[src/rtl/uart_tx_fifo.sv]
// ============================================================================
// Module   : uart_tx_fifo
// Summary  : Byte FIFO that feeds the UART transmitter, with a registered head
//            byte. The optional sticky overflow flag is built only when
//            UART_TX_FIFO_OVF_EN is defined.
// Revision : 1.0 - initial release
// ============================================================================
`default_nettype none

module uart_tx_fifo #(
  parameter int DEPTH_LOG2 = 4
) (
  input  logic                  clk,
  input  logic                  rst,
  input  logic                  wr_en,
  input  logic [7:0]            wr_data,
  input  logic                  flush,
  output logic                  full,
  output logic                  empty,
  output logic [DEPTH_LOG2:0]   level,
  output logic                  ovf,
  input  logic                  ovf_clr,
  output logic [7:0]            tx_data,
  output logic                  tx_data_valid,
  input  logic                  tx_data_ack
);

  localparam int                  c_DEPTH    = 1 << DEPTH_LOG2;
  localparam logic [DEPTH_LOG2:0] c_FULL_LVL = c_DEPTH[DEPTH_LOG2:0];

  logic [7:0]            r_mem [c_DEPTH];
  logic [DEPTH_LOG2-1:0] r_rd_ptr;
  logic [DEPTH_LOG2-1:0] r_wr_ptr;
  logic [DEPTH_LOG2:0]   r_level;
  logic [7:0]            r_tx_data;

  logic                  w_empty;
  logic                  w_full;
  logic                  w_pop;
  logic                  w_push;
  logic [DEPTH_LOG2-1:0] w_rd_next;
  logic [DEPTH_LOG2-1:0] w_wr_next;
  logic [DEPTH_LOG2:0]   w_level_next;
  logic [DEPTH_LOG2:0]   w_level_after_pop;
  logic [7:0]            w_head_next;

  assign w_empty = (r_level == '0);
  assign w_full  = (r_level == c_FULL_LVL);
  assign w_pop   = tx_data_ack && !w_empty;
  assign w_push  = wr_en && (!w_full || w_pop);

  always_comb begin
    w_rd_next         = r_rd_ptr;
    w_wr_next         = r_wr_ptr;
    w_level_next      = r_level;
    w_level_after_pop = r_level;
    w_head_next       = r_tx_data;
    if (flush) begin
      w_rd_next    = '0;
      w_wr_next    = '0;
      w_level_next = '0;
      w_head_next  = 8'h00;
    end else begin
      if (w_pop) begin
        w_rd_next         = r_rd_ptr + 1'b1;
        w_level_after_pop = r_level - 1'b1;
      end
      if (w_push) begin
        w_wr_next = r_wr_ptr + 1'b1;
      end
      w_level_next = w_level_after_pop + {{DEPTH_LOG2{1'b0}}, w_push};
      // The next head is either absent, the byte being written right now
      // (queue momentarily drained), or an entry already in the array.
      if (w_level_next == '0) begin
        w_head_next = 8'h00;
      end else if (w_push && (w_level_after_pop == '0)) begin
        w_head_next = wr_data;
      end else begin
        w_head_next = r_mem[w_rd_next];
      end
    end
  end

  always_ff @(posedge clk) begin
    if (rst) begin
      r_rd_ptr  <= '0;
      r_wr_ptr  <= '0;
      r_level   <= '0;
      r_tx_data <= 8'h00;
    end else begin
      r_rd_ptr  <= w_rd_next;
      r_wr_ptr  <= w_wr_next;
      r_level   <= w_level_next;
      r_tx_data <= w_head_next;
    end
  end

  always_ff @(posedge clk) begin
    if (!rst && !flush && w_push) begin
      r_mem[r_wr_ptr] <= wr_data;
    end
  end

`ifdef UART_TX_FIFO_OVF_EN
  logic r_ovf;

  // A set in the same cycle as a clear wins; flush leaves the flag alone.
  always_ff @(posedge clk) begin
    if (rst) begin
      r_ovf <= 1'b0;
    end else if (wr_en && w_full && !w_pop && !flush) begin
      r_ovf <= 1'b1;
    end else if (ovf_clr) begin
      r_ovf <= 1'b0;
    end
  end

  assign ovf = r_ovf;
`else
  logic w_unused_ovf_clr;

  assign w_unused_ovf_clr = ovf_clr;
  assign ovf              = 1'b0;
`endif

  assign level         = r_level;
  assign empty         = w_empty;
  assign full          = w_full;
  assign tx_data_valid = !w_empty;
  assign tx_data       = r_tx_data;

endmodule

`default_nettype wire
[config.mk]
export PLATFORM = sky130hd
export DESIGN_NAME = uart_tx_fifo
export DESIGN_NICKNAME = d
export VERILOG_FILES = /design/src/rtl/uart_tx_fifo.sv
export SDC_FILE = /design/constraint.sdc
export NUM_CORES = 1
export LEC_CHECK = 0
export ABC_AREA = 1
export BUFFER_PORTS_ARGS = -buffer_cell sky130_fd_sc_hd__clkbuf_2
export CAP_MARGIN = 20
export CORE_ASPECT_RATIO = 0.6
export CORE_MARGIN = 2
export CORE_UTILIZATION = 61
export DETAILED_ROUTE_END_ITERATION = 7
export GPL_TIMING_DRIVEN = 0
export PLACE_DENSITY = 0.9
export SLEW_MARGIN = 20
export SYNTH_ARGS = -nofsm -noshare
export SYNTH_HDL_FRONTEND = slang
export SYNTH_SLANG_ARGS = --single-unit
[constraint.sdc]
create_clock -name clk -period 3.2 [get_ports clk]
set_input_delay 0.16 -clock clk [delete_from_list [all_inputs] [get_ports clk]]
set_output_delay 0.16 -clock clk [all_outputs]
set_load 0.01 [all_outputs]
==> impl_summary.txt <==
----------------------------------------------------
[Yosys]
  Nets in the synthesized netlist ... 721
  Most repeated cell in the gate-level netlist after synthesis ... sky130_fd_sc_hd__edfxtp_1
  Number of synthesis warnings ... 0
  Sequential share of the synthesized area ... 61.9%
  Area share of the largest cell type after synthesis ... 55.8%
  Register bit total from synthesis ... 149
  Commonest cells post-synth ... sky130_fd_sc_hd__edfxtp_1, sky130_fd_sc_hd__nand2_1, sky130_fd_sc_hd__inv_1
  Cell types with the largest area share after synthesis ... sky130_fd_sc_hd__edfxtp_1, sky130_fd_sc_hd__nand3_1, sky130_fd_sc_hd__nand2_1
  Main synth FF type ... sky130_fd_sc_hd__edfxtp_1
  Proportion of synthesized flip-flops having asynchronous set or reset ... 0%
  EDFF count, synth ... 128
  Post-Syn Area ... ~6900 um2
  Number of standard cells after synthesis ... 698
  Mean post-synth cell area ... 9.87 um2
  Count of distinct cell types in the synthesized netlist ... 35
  Area leader, netlist ... sky130_fd_sc_hd__edfxtp_1

[Floorplan]
  Die Height ... 86.3 um
  Floorplan row count ... 29
  Overall die width ... 141 um
  Effective utilization at floorplan ... ~64%
  Ports placed on the boundary ... 31
  Die Footprint ... 12200 um2
  Floorplan Core Area ... 10800 um2

[Placed design]
  Half-perimeter wire length after detailed placement ... 13200 um
  Final weighted congestion in routability-driven placement ... 0.988
  Buffers added on ports ... 28
  Placement-stage worst setup slack ... 0.313 ns

[Power]
  Power density over cell area ... 723 nW/um2
  Leakage power figure ... 3.37 nW
  Cell Int Power ... 3.83 mW
  Total power ... between 5 and 6 mW
  Net switching power ... 1.86 mW
  Worst vdd rail ir drop ... 0.472 mV
  Proportion of power drawn by combinational gates ... 24.3%
  Switching power as a share of total power ... 32.7%
  Proportion of power drawn by the clock network ... between 30% and 40%
  Relative contribution of sequential cells to total power ... 38.6%

[Worst setup path]
  Worst endpoint required time ... 3.52 ns
  Worst setup path class ... reg -> reg
  Max Fanout on Critical Path ... 10
  CP startpoint kind ... register
  Critical Path AT ... between 3 and 4 ns
  Worst R2R Start ... level[0]
  Critical path endpoint category ... register
  Crit. Startpoint ... level[0]

[Global route]
  Top Usage Layer GRT ... met2
  Met2 routing resource usage after global routing ... slightly below 50%
  Wire length of the first global-routing pass ... between 20000 and 30000 um
  Antenna violations before repair ... 0
  M1 GR Usage ... 46.6%
  Via count of the first global-routing pass ... approximately 5000
  GR Layer Usage met3 ... 11.9%
  Overall routing resource usage ... 32.6%
  Pin count of the biggest net entering global routing ... 18
  Overflow left after global routing ... 0

[Layout]
  NumNets Final ... between 700 and 800
  Area added between synthesis and finish ... 14.1%
  Filler cells ... 758
  Diodes inserted ... 0
  Share of final-layout standard cells stronger than drive strength 1 ... ~14%

[Timing]
  Slew at the pin closest to its max-slew limit ... 0.953 ns
  Max-slew violation count ... 0
  Setup TNS ... 0 ns
  Relative max-transition margin ... between 30% and 40%
  Crit path setup slack, layout ... between 0.4 and 0.5 ns
  Shortest clock period the worst path allows after layout ... 2.80 ns
  Period Utilization, post-route ... 87.4%
  Final-layout worst hold slack ... approximately 0.094 ns
  Final Skew ... 0.00621 ns
  Total setup violations reported at the end of the flow ... 0
  Highest clock rate ... 358 MHz
  Final hold vios ... 0
  Setup repair after global routing missed its margin ... no

[Routing]
  DRT iter0 DRCs ... 1005
  Post-detailed-route wirelength per cell ... approximately 21 um
  Residual DRC ... 0
  Per-cell via count in the routed design ... 5.93
  Detailed Route WL ... 18900 um
  Final antenna-violating net count ... 0
  Total via count after detailed routing ... 5316
  First-pass iteration count of the detailed router ... 6

[Clock tree]
  Num Clock Sinks ... 149
  Total clock buffers created by CTS ... 17
  Buffer depth of the longest clock path ... 2
  Number of cells upsized or downsized after cts ... 0
  Master cell of the clock root buffer ... sky130_fd_sc_hd__clkbuf_16
  Post-CTS Setup Inserts ... 0
  Clock input transition at the sequential cells of the worst setup and hold paths ... around 0.060 ns
  Number of hold-repair buffers added at the cts stage ... 0
  Maximum level of the CTS H-tree ... 4
  TritonCTS clock tree ... done
  Clock insertion delay at the later pin of the skew report ... 0.43 ns

[Job]
  Number of max-cap violations ... 0

[Min path]
  Min-delay worst type ... in -> reg
  Launch point of the worst hold path ... wr_en

[Run status]
  Outcome ... finished clean

----------------------------------------------------
==> cell usage in the layout, fill, tap and decap left out, types with 9 or more instances in the layout <==
| master | n |
|---|---|
| sky130_fd_sc_hd__edfxtp_1 | 128 |
| sky130_fd_sc_hd__nand2_1 | 123 |
| sky130_fd_sc_hd__inv_1 | 111 |
| sky130_fd_sc_hd__nand3_1 | 110 |
| sky130_fd_sc_hd__nor2_1 | 85 |
| sky130_fd_sc_hd__clkbuf_2 | 28 |
| sky130_fd_sc_hd__nand3b_1 | 24 |
| sky130_fd_sc_hd__dfxtp_1 | 21 |
| sky130_fd_sc_hd__clkbuf_16 | 17 |
| sky130_fd_sc_hd__o21ai_0 | 11 |
| sky130_fd_sc_hd__buf_4 | 11 |
| sky130_fd_sc_hd__buf_2 | 10 |
| sky130_fd_sc_hd__o21ai_1 | 9 |
| sky130_fd_sc_hd__ha_1 | 9 |
==> critical path: stages (launching register included) <==
cell and delay [ns]:
sky130_fd_sc_hd__dfxtp_1 0.33, sky130_fd_sc_hd__inv_1 0.10, sky130_fd_sc_hd__ha_1 0.26, sky130_fd_sc_hd__nand3_4 0.15
sky130_fd_sc_hd__nand2_8 0.11, sky130_fd_sc_hd__nand2_1 0.07, sky130_fd_sc_hd__nand2_1 0.12, sky130_fd_sc_hd__inv_1 0.21
sky130_fd_sc_hd__ha_1 0.22, sky130_fd_sc_hd__ha_1 0.21, sky130_fd_sc_hd__inv_1 0.08, sky130_fd_sc_hd__o21ai_0 0.22
sky130_fd_sc_hd__nor2_1 0.09, sky130_fd_sc_hd__nor2_1 0.12, sky130_fd_sc_hd__nand3_2 0.22, sky130_fd_sc_hd__nand2_1 0.12
sky130_fd_sc_hd__nor2_1 0.05
==> flip-flops by register name (all words and copies together), names as in the netlist <==
| signal | cells |
|---|---|
| r_mem | 128 |
| tx_data | 8 |
| level | 5 |
| r_rd_ptr | 4 |
| r_wr_ptr | 4 |
==> routing by layer <==
metal / vias to the layer above / share of wire [%]
met5: - / 0
met1: 2493 / 41
met2: 386 / 43
met3: 52 / 15
met4: 0 / 1.8
li1: 2385 / -
==> worst paths after layout <==
path | endpoint | slack [ns] | depth (start not counted)
max | tx_data[3] | 0.40 | 16
min | r_wr_ptr[1] | 0.09 | 3
max reg2reg | tx_data[3] | 0.40 | 16
min reg2reg | r_wr_ptr[3] | 0.53 | 2
==> power by group through the flow <==
stage	Sequential, mW	Clock [mW]	Combinational (mW)
after CTS	2.19	2.09	1.33
after floorplan	2.25	0	0.839
final	2.19	2.11	1.38
after detailed placement	2.23	0	1.31
after global placement	2.23	0	1.28
after global routing	2.20	2.20	1.49
==> through the flow <==
| step | instances | instance area, um2 | utilization [%] |
|---|---|---|---|
| final | 897 | 7860 | 72.9 |
| after global routing | 897 | 7860 | 72.9 |
| after CTS | 897 | 7840 | 72.8 |
| after detailed placement | 865 | 7230 | 67.0 |
| after global placement | 865 | 7200 | 66.8 |
| after floorplan | 698 | 6890 | - |
==> cell families (layout without fill, tap and decap cells) <==
kind of cell / after synthesis / in the layout / share of synthesized area [%]
flops: 149 / 149 / 61.9
compound gates: 28 / 28 / 2.25
fa+ha+maj: 9 / 9 / 1.64
xor+xnor: 6 / 6 / 0.872
other cells: 1 / 1 / 0.0545
buf+inv: 144 / 204 / 8.90
simple gates: 361 / 361 / 24.4
==> final cells by class <==
| cell class | count | area (um2) | share of cell area [%] |
|---|---|---|---|
| well taps | 139 | 174 | 2.21 |
| clock inverters | 15 | 193 | 2.45 |
| inverters | 116 | 439 | 5.59 |
| plain buffers | 28 | 174 | 2.21 |
| flip-flops and latches | 149 | 4260 | 54.3 |
| repair buffers | 28 | 140 | 1.78 |
| clock buffers | 17 | 425 | 5.41 |
| multi-input cells | 405 | 2050 | 26.1 |
(Power assumes the default switching activity.)
